`config.mk`:
```
export PLATFORM = sky130hd
export DESIGN_NAME = watch_cu
export DESIGN_NICKNAME = d
export VERILOG_FILES = /design/src/rtl/watch_cu.sv
export SDC_FILE = /design/constraint.sdc
export NUM_CORES = 1
export LEC_CHECK = 0
export BUFFER_PORTS_ARGS = -buffer_cell sky130_fd_sc_hd__buf_2
export CORE_MARGIN = 10
export CORE_UTILIZATION = 61
export DETAILED_ROUTE_END_ITERATION = 7
export PLACE_DENSITY = 0.79
export SYNTH_ARGS = -nofsm -noshare
export SYNTH_HDL_FRONTEND = slang
export SYNTH_SLANG_ARGS = --single-unit
export TNS_END_PERCENT = 10
```
`constraint.sdc`:
```
create_clock -name clk -period 4.2 [get_ports clk]
set_clock_uncertainty 0.15 [all_clocks]
set_input_delay 0.63 -clock clk [delete_from_list [all_inputs] [get_ports clk]]
set_output_delay 0.63 -clock clk [all_outputs]
set_load 0.05 [all_outputs]
```
`src/rtl/watch_cu.sv`:
```
// Watch control unit: turns debounced button levels into one-cycle tick pulses
// for watch_dp, with RUN/SET mode, field select, press-and-hold auto-repeat and lock.
module watch_cu #(
  parameter int HOLD_CYCLES   = 50_000_000,
  parameter int REPEAT_CYCLES = 10_000_000
) (
  input  logic       clk,
  input  logic       rst,
  input  logic       i_btn_mode,
  input  logic       i_btn_sel,
  input  logic       i_btn_up,
  input  logic       i_btn_down,
  output logic       o_tick_sec_up,
  output logic       o_tick_sec_down,
  output logic       o_tick_min_up,
  output logic       o_tick_min_down,
  output logic       o_tick_hour_up,
  output logic       o_tick_hour_down,
  output logic       o_set_mode,
  output logic [1:0] o_field
);

  localparam int MAX_CYC = (HOLD_CYCLES > REPEAT_CYCLES) ? HOLD_CYCLES : REPEAT_CYCLES;
  localparam int CW      = (MAX_CYC > 1) ? $clog2(MAX_CYC) : 1;

  typedef enum logic {MODE_RUN = 1'b0, MODE_SET = 1'b1} mode_e;
  typedef enum logic [1:0] {FLD_SEC = 2'd0, FLD_MIN = 2'd1, FLD_HOUR = 2'd2} field_e;

  // Button bit order in the sample registers: 0 mode, 1 sel, 2 up, 3 down.
  logic [3:0]    smp_q, prv_q;
  mode_e         mode_q, mode_d;
  field_e        field_q, field_d;
  logic          lock_q, lock_d;
  logic          rep_q, rep_d;
  logic [CW-1:0] cnt_q, cnt_d, limit;
  logic [5:0]    tick_q, tick_d;

  logic mode_edge, sel_edge, up_eff, dn_eff, up_rise, dn_rise, any_eff, gen, pulse;

  always_comb begin
    mode_edge = smp_q[0] & ~prv_q[0];
    sel_edge  = smp_q[1] & ~prv_q[1];
    up_eff    = smp_q[2] & ~smp_q[3];
    dn_eff    = smp_q[3] & ~smp_q[2];
    up_rise   = up_eff & ~(prv_q[2] & ~prv_q[3]);
    dn_rise   = dn_eff & ~(prv_q[3] & ~prv_q[2]);
    any_eff   = up_eff | dn_eff;

    mode_d  = mode_q;
    field_d = field_q;
    if (mode_edge) begin
      if (mode_q == MODE_RUN) begin
        mode_d  = MODE_SET;
        field_d = FLD_SEC;
      end else begin
        mode_d  = MODE_RUN;
      end
    end else if (sel_edge && (mode_q == MODE_SET)) begin
      case (field_q)
        FLD_SEC: field_d = FLD_MIN;
        FLD_MIN: field_d = FLD_HOUR;
        default: field_d = FLD_SEC;
      endcase
    end

    lock_d = lock_q;
    if ((mode_edge | sel_edge) & any_eff) lock_d = 1'b1;
    else if (!any_eff)                    lock_d = 1'b0;

    // Judging against next-state mode/lock means a press coinciding with entry
    // into SET, or with a lock-setting edge, never slips a pulse through.
    gen   = (mode_d == MODE_SET) & ~lock_d & any_eff;
    limit = rep_q ? CW'(REPEAT_CYCLES - 1) : CW'(HOLD_CYCLES - 1);
    pulse = 1'b0;
    cnt_d = '0;
    rep_d = 1'b0;
    if (gen) begin
      if (up_rise | dn_rise) begin
        pulse = 1'b1;
      end else if (cnt_q == limit) begin
        pulse = 1'b1;
        rep_d = 1'b1;
      end else begin
        cnt_d = cnt_q + CW'(1);
        rep_d = rep_q;
      end
    end

    tick_d = '0;
    if (pulse) tick_d = 6'b000001 << {field_d, dn_eff};
  end

  always_ff @(posedge clk) begin
    if (rst) begin
      smp_q   <= '0;
      prv_q   <= '0;
      mode_q  <= MODE_RUN;
      field_q <= FLD_SEC;
      lock_q  <= 1'b0;
      rep_q   <= 1'b0;
      cnt_q   <= '0;
      tick_q  <= '0;
    end else begin
      smp_q   <= {i_btn_down, i_btn_up, i_btn_sel, i_btn_mode};
      prv_q   <= smp_q;
      mode_q  <= mode_d;
      field_q <= field_d;
      lock_q  <= lock_d;
      rep_q   <= rep_d;
      cnt_q   <= cnt_d;
      tick_q  <= tick_d;
    end
  end

  assign o_tick_sec_up    = tick_q[0];
  assign o_tick_sec_down  = tick_q[1];
  assign o_tick_min_up    = tick_q[2];
  assign o_tick_min_down  = tick_q[3];
  assign o_tick_hour_up   = tick_q[4];
  assign o_tick_hour_down = tick_q[5];
  assign o_set_mode       = (mode_q == MODE_SET);
  assign o_field          = field_q;

endmodule

```
==> results.ini, run 1 <==
[sta]
timing.final.crit_share_pct=59.3
timing.final.crit_period_ns=2.49
maxSlewHeadroom_pct=30.6
timing_max_transition_violations_final=0
worstMarginPinSlew_ns=1.04
timing.final.setup_violations=0
rsz_0062_raised_after_global_routing=no
maxClockFrequency_mhz=402
setup_total_negative_slack_ns=0
hold_viol_final=0

[global_route]
grt_use_total_pct=13.9
grt_antenna_before_repair=0
first_global_vias=1635
gr-total-overflow=0
grt_first_pass_wirelength_um=7200
grt_start_max_net_pins=27

[cts]
ctsHoldBuffers=0
clockBufferDepth=2
clockRootBuffer=sky130_fd_sc_hd__clkbuf_4
cts_repair_resize_count=0
clkSlewWorstSetupHoldPaths_ns=0.13
cts_post_setup_buffers_inserted=0
cts_inserted_buffers=5
cts_tree=yes
clock_sinks=45
cts-htree-levels=2
worstSkewPairLatency_ns=0.36

[drt]
detailedRoute.firstPassIterationCount=4
viasPerCell=6.18
first_iter_violations=127
average_detailed_routed_wire_length_per_instance_um=14.6
vias=1723
drt.antenna.violating_nets=0
remaining_drc_errors=0
finalWirelength_um=4080

[synthesis]
synthesis.nets=232
async_flop_share_pct=0
number_of_distinct_library_cell_variants_in_the_gate_level_netlist_after_synthesis=53
ys_ff_latch=45
yosys.area.top_type=sky130_fd_sc_hd__dfxtp_1
number_of_enable_type_register_cells_in_the_synthesized_netlist=0
synth_top_cell_area_share_pct=41.9
yosys_warnings=0
synthesis.area_um2=2150
yosys-top-cells-area=sky130_fd_sc_hd__dfxtp_1, sky130_fd_sc_hd__a211oi_1, sky130_fd_sc_hd__nor3_1
post_synth_inst_count=223
synth_area_per_cell_um2=9.64
yosysSeqAreaShare_pct=41.9
synth_flop_cell=sky130_fd_sc_hd__dfxtp_1

[power_and_ir_drop]
irDropWorstVdd_uv=211
p_leak_nw=0.696
total_power_mw=0.724
power_per_cell_area_nw_per_um2=319

[setup_path]
path_class=flop to flop
worstPathMaxFanout=15
required_time_of_the_worst_setup_path_ns=4.24
critical-path-slowest-cell=sky130_fd_sc_hd__a2111oi_4
timing.critical_path.to_type=flop
worstPathBufferInverterCount=1
critical_path.cell_chain=ha_1, and4_1, nand3_1, a2111oi_4, buf_4, a211oi_1
arrival_time_of_data_at_the_critical_path_endpoint_ns=2.53
cp_slowest_stage_delay_ns=0.64
critical_path.startpoint_type=flop
path_delay_family=compound AO/OA/AOI/OAI gates

[final_layout]
antenna-diode-count=0
finalNetCount=241
post_route_cells_drive_above_1_share_pct=15.5
mostFrequentLayoutCell=sky130_fd_sc_hd__dfxtp_1
post-route-cell-area_um2=2270
layout-area-overhead-vs-synth_pct=5.41
final_cell_mix=sky130_fd_sc_hd__dfxtp_1, sky130_fd_sc_hd__nor3_1, sky130_fd_sc_hd__a211oi_1

[floorplan]
pin_count=15
chipWidth_um=79.4
std_cell_rows=21
area_of_the_core_um2=3360
die_h_um=79.4
floorplan.initialDensity_pct=64.0
design.die.area_um2=6300

[place]
post-dp-hpwl_um=2990
routabilityCongestion=0.871
port_buffers=14
placement.cell_area_um2=2190

[worst_hold_path]
timing.hold.worst.class=input pin to flop

[run_status]
run_status=complete, no violations

[flow_run]
cap_violations=0

==> through the flow <==
stage / worst slack (ns) / utilization [%] / cells / hold WS (ns)
after detailed placement: 1.68 / 65.0 / 271 / 0.299
after global routing: 1.52 / 67.4 / 279 / 0.320
after CTS: 1.69 / 67.4 / 279 / 0.316
after global placement: 1.77 / 65.0 / 271 / 0.295
after floorplan: 1.97 / - / 223 / 0.280
final: 1.71 / 67.4 / 279 / 0.321
==> power breakdown <==
group | total (mW) | internal, mW | leakage [nW] | switching (mW)
Combinational | 0.0256 | 0.00956 | 0.289 | 0.0161
Clock | 0.263 | 0.127 | 0.0424 | 0.136
Sequential | 0.435 | 0.432 | 0.364 | 0.00330
==> layout make-up <==
type / instances / area, um2
Clock buffer: 6 / 41.3
Multi-Input combinational cell: 160 / 1130
Clock inverter: 2 / 38.8
Timing Repair Buffer: 15 / 77.6
Sequential cell: 45 / 901
Inverter: 5 / 18.8
Fill cell: 299 / 1100
Tap cell: 46 / 57.6
==> kinds of logic (layout without fill, tap and decap cells) <==
group	Yosys count	after routing	share of synthesized area [%]
xor+xnor	12	12	4.89
buf+inv	18	28	5.47
mux	2	2	0.989
flops	45	45	41.9
compound gates	39	39	14.7
simple gates	104	104	30.4
fa+ha+maj	3	3	1.75
==> per-layer routing <==
layer | global-route usage [%] | up-vias | share of wire, %
met1 | 15.8 | 794 | 43
met4 | 6.99 | 0 | 1.9
li1 | - | 864 | -
met2 | 23.6 | 55 | 50
met3 | 3.72 | 10 | 5.1
met5 | 0 | - | 0
==> worst reg2reg max path: cells and delay by family (launching register included) <==
family | cells | cell delay [ns]
AO/OA/AOI/OAI | 2 | 0.73
flip-flops | 1 | 0.39
AND/OR/NAND/NOR | 2 | 0.50
adder cells (fa/ha/maj) | 1 | 0.22
buffers and inverters | 1 | 0.34
==> synthesized netlist by cell type, types with 2 or more instances <==
cell and number:
sky130_fd_sc_hd__dfxtp_1 45, sky130_fd_sc_hd__nor3_1 19, sky130_fd_sc_hd__a211oi_1 16, sky130_fd_sc_hd__nand2_1 11
sky130_fd_sc_hd__nand3_1 9, sky130_fd_sc_hd__nand4_1 9, sky130_fd_sc_hd__nor2b_1 8, sky130_fd_sc_hd__xor2_1 8
sky130_fd_sc_hd__nor2_1 7, sky130_fd_sc_hd__or4_1 6, sky130_fd_sc_hd__inv_1 5, sky130_fd_sc_hd__o31ai_1 5
sky130_fd_sc_hd__o21ai_0 4, sky130_fd_sc_hd__or3_1 4, sky130_fd_sc_hd__or4b_1 4, sky130_fd_sc_hd__xnor2_1 4
sky130_fd_sc_hd__a21oi_1 3, sky130_fd_sc_hd__and4_2 3, sky130_fd_sc_hd__buf_2 3, sky130_fd_sc_hd__clkbuf_1 3
sky130_fd_sc_hd__clkbuf_8 3, sky130_fd_sc_hd__ha_1 3, sky130_fd_sc_hd__nand2b_1 3, sky130_fd_sc_hd__nor3b_1 3
sky130_fd_sc_hd__nor4_1 3, sky130_fd_sc_hd__buf_4 2, sky130_fd_sc_hd__o211ai_1 2, sky130_fd_sc_hd__o41ai_1 2
sky130_fd_sc_hd__or3_2 2
==> worst paths after layout <==
kind	slack (ns)	end	cells past startpoint	start
setup / recovery	1.71	cnt_q[17]	6	cnt_q[0]
hold reg to reg	0.32	rep_q	2	rep_q
setup reg to reg	1.71	cnt_q[17]	6	cnt_q[0]
hold / removal	0.32	smp_q[0]	2	i_btn_mode
==> registers in the layout (all words and copies together) (netlist names) <==
signal / flops
cnt_q: 26
lock_q: 1
o_field: 2
o_set_mode: 1
prv_q: 4
rep_q: 1
smp_q: 4
tick_q: 6
No activity file was read; power rests on OpenSTA's default activity.
==> run 2: changes to the inputs <==
Settings changed: CORE_UTILIZATION 61 to 59, PLACE_DENSITY 0.79 to 0.77.
Clock period 4.2 ns to 2.59 ns, I/O delays scaled along.
==> results.ini, run 2 (same netlist as run 1, synthesis figures left out) <==
[run_status]
run_status=complete, no violations

[cts]
cts_post_setup_buffers_inserted=0
clockRootBuffer=sky130_fd_sc_hd__clkbuf_4
worstSkewPairLatency_ns=0.37
ctsHoldBuffers=0
clock_sinks=45
cts-htree-levels=2
clkSlewWorstSetupHoldPaths_ns=0.13
clockBufferDepth=2
cts_tree=yes
cts_repair_resize_count=0
cts_inserted_buffers=5

[place]
placed_cells=272
port_buffers=14
routabilityCongestion=0.787
post-dp-hpwl_um=3060

[worst_hold_path]
min_delay_path_depth=2
hold_path_end=smp_q[3]
worstHoldStart=i_btn_down
timing.hold.worst.class=input pin to flop

[global_route]
grt_use_total_pct=14.3
grt_first_pass_wirelength_um=7470
use_met3_pct=4.68
grtUsageMet1_pct=15.4
grt.busiest_layer=met2
first_global_vias=1667
grt_antenna_before_repair=0
grt_start_max_net_pins=27
grt_util_met2_pct=25.1
gr-total-overflow=0

[sta]
hold_viol_final=0
timing.final.crit_period_ns=2.45
setup_total_negative_slack_ns=0
worstMarginPinSlew_ns=0.796
timing_max_transition_violations_final=0
timing.final.crit_share_pct=94.5
timing.final.setup_violations=0
maxClockFrequency_mhz=409
rsz_0062_raised_after_global_routing=yes
maxSlewHeadroom_pct=46.9

[setup_path]
timing.critical_path.to_type=flop
reg2reg_depth=6
worstPathMaxFanout=6
critical_path.startpoint_type=flop
crit_path_start=smp_q[2]
arrival_time_of_data_at_the_critical_path_endpoint_ns=2.59
required_time_of_the_worst_setup_path_ns=2.73
timing.rr.start=smp_q[2]
critical_path.reg2reg.endpoint=tick_q[0]
path_class=flop to flop
flop_to_flop_setup_slack_ns=0.14

[final_layout]
layout.cells.non_filler=280
layout.filler_cells=267
antenna-diode-count=0
reg_top3=cnt_q x26, tick_q x6
finalNetCount=242
layout-area-overhead-vs-synth_pct=7.50
largest_register_ff_count=26
regMostFlops=cnt_q
final_cell_mix=sky130_fd_sc_hd__dfxtp_1, sky130_fd_sc_hd__nor3_1, sky130_fd_sc_hd__a211oi_1
mostFrequentLayoutCell=sky130_fd_sc_hd__dfxtp_1
post_route_cells_drive_above_1_share_pct=16.7

[power_and_ir_drop]
total_power_mw=1.29
p_leak_nw=0.718
irDropWorstVdd_uv=466
power_per_cell_area_nw_per_um2=558

[drt]
detailedRoute.firstPassIterationCount=4
vias=1739
finalWirelength_um=4240
average_detailed_routed_wire_length_per_instance_um=15.2
viasPerCell=6.21
remaining_drc_errors=0
drt.antenna.violating_nets=0
first_iter_violations=148

[floorplan]
chipWidth_um=80.4
area_of_the_core_um2=3420
floorplan.initialDensity_pct=63.0
design.die.area_um2=6460
std_cell_rows=21
die_h_um=80.4
pin_count=15

[flow_run]
cap_violations=0

==> run 2: cell types whose count changed in the layout (fill, tap and decap cells not counted), sizes merged <==
cell / change
buf: +1
clkbuf: -1
clkinv: -1
inv: +1
bufinv: +1
==> run 2: per-stage QoR <==
stage / setup slack (ns) / hold WS (ns) / area (um2) / util [%]
final: 0.143 / 0.0671 / 2310 / 67.7
after global routing: -0.000468 / 0.0724 / 2310 / 67.7
after CTS: 0.139 / 0.0560 / 2300 / 67.4
after detailed placement: 0.210 / 0.300 / 2190 / 64.2
after global placement: 0.307 / 0.292 / 2190 / 64.2
after floorplan: 0.362 / 0.280 / 2150 / -
==> run 2: worst max-delay path: stages (launching register included) <==
cell,delay [ns]
sky130_fd_sc_hd__dfxtp_1,0.37
sky130_fd_sc_hd__inv_1,0.06
sky130_fd_sc_hd__ha_1,0.30
sky130_fd_sc_hd__or3b_1,0.42
sky130_fd_sc_hd__nor4_4,0.33
sky130_fd_sc_hd__or4b_4,0.52
sky130_fd_sc_hd__a211oi_1,0.22
==> run 2: power by group <==
part	leakage, nW	switching, mW	internal [mW]
Combinational	0.298	0.0273	0.0158
Sequential	0.364	0.00553	0.701
Clock	0.0558	0.237	0.304
==> run 2: area by class of cell <==
cell class	count	area (um2)	share of cell area (%)
flip-flops and latches	45	901	39.0
multi-input cells	160	1140	49.5
clock inverters	3	68.8	2.98
clock buffers	5	37.5	1.62
repair buffers	16	85.1	3.68
well taps	46	57.6	2.49
inverters	5	18.8	0.812
==> run 2: worst max-delay path by stage <==
stage / cells after the start / end / slack, ns
floorplan: 4 / tick_q[0] / 0.36
CTS: 6 / cnt_q[19] / 0.14
global route: 6 / tick_q[0] / -0.0005
global placement: 6 / tick_q[0] / 0.31
detailed placement: 6 / cnt_q[18] / 0.21
finish: 6 / tick_q[0] / 0.14
==> run 2: per-layer routing <==
metal,wire (um),up-vias
met2,2160,53
met5,0,-
met4,64,0
met3,266,6
met1,1750,811
li1,-,869
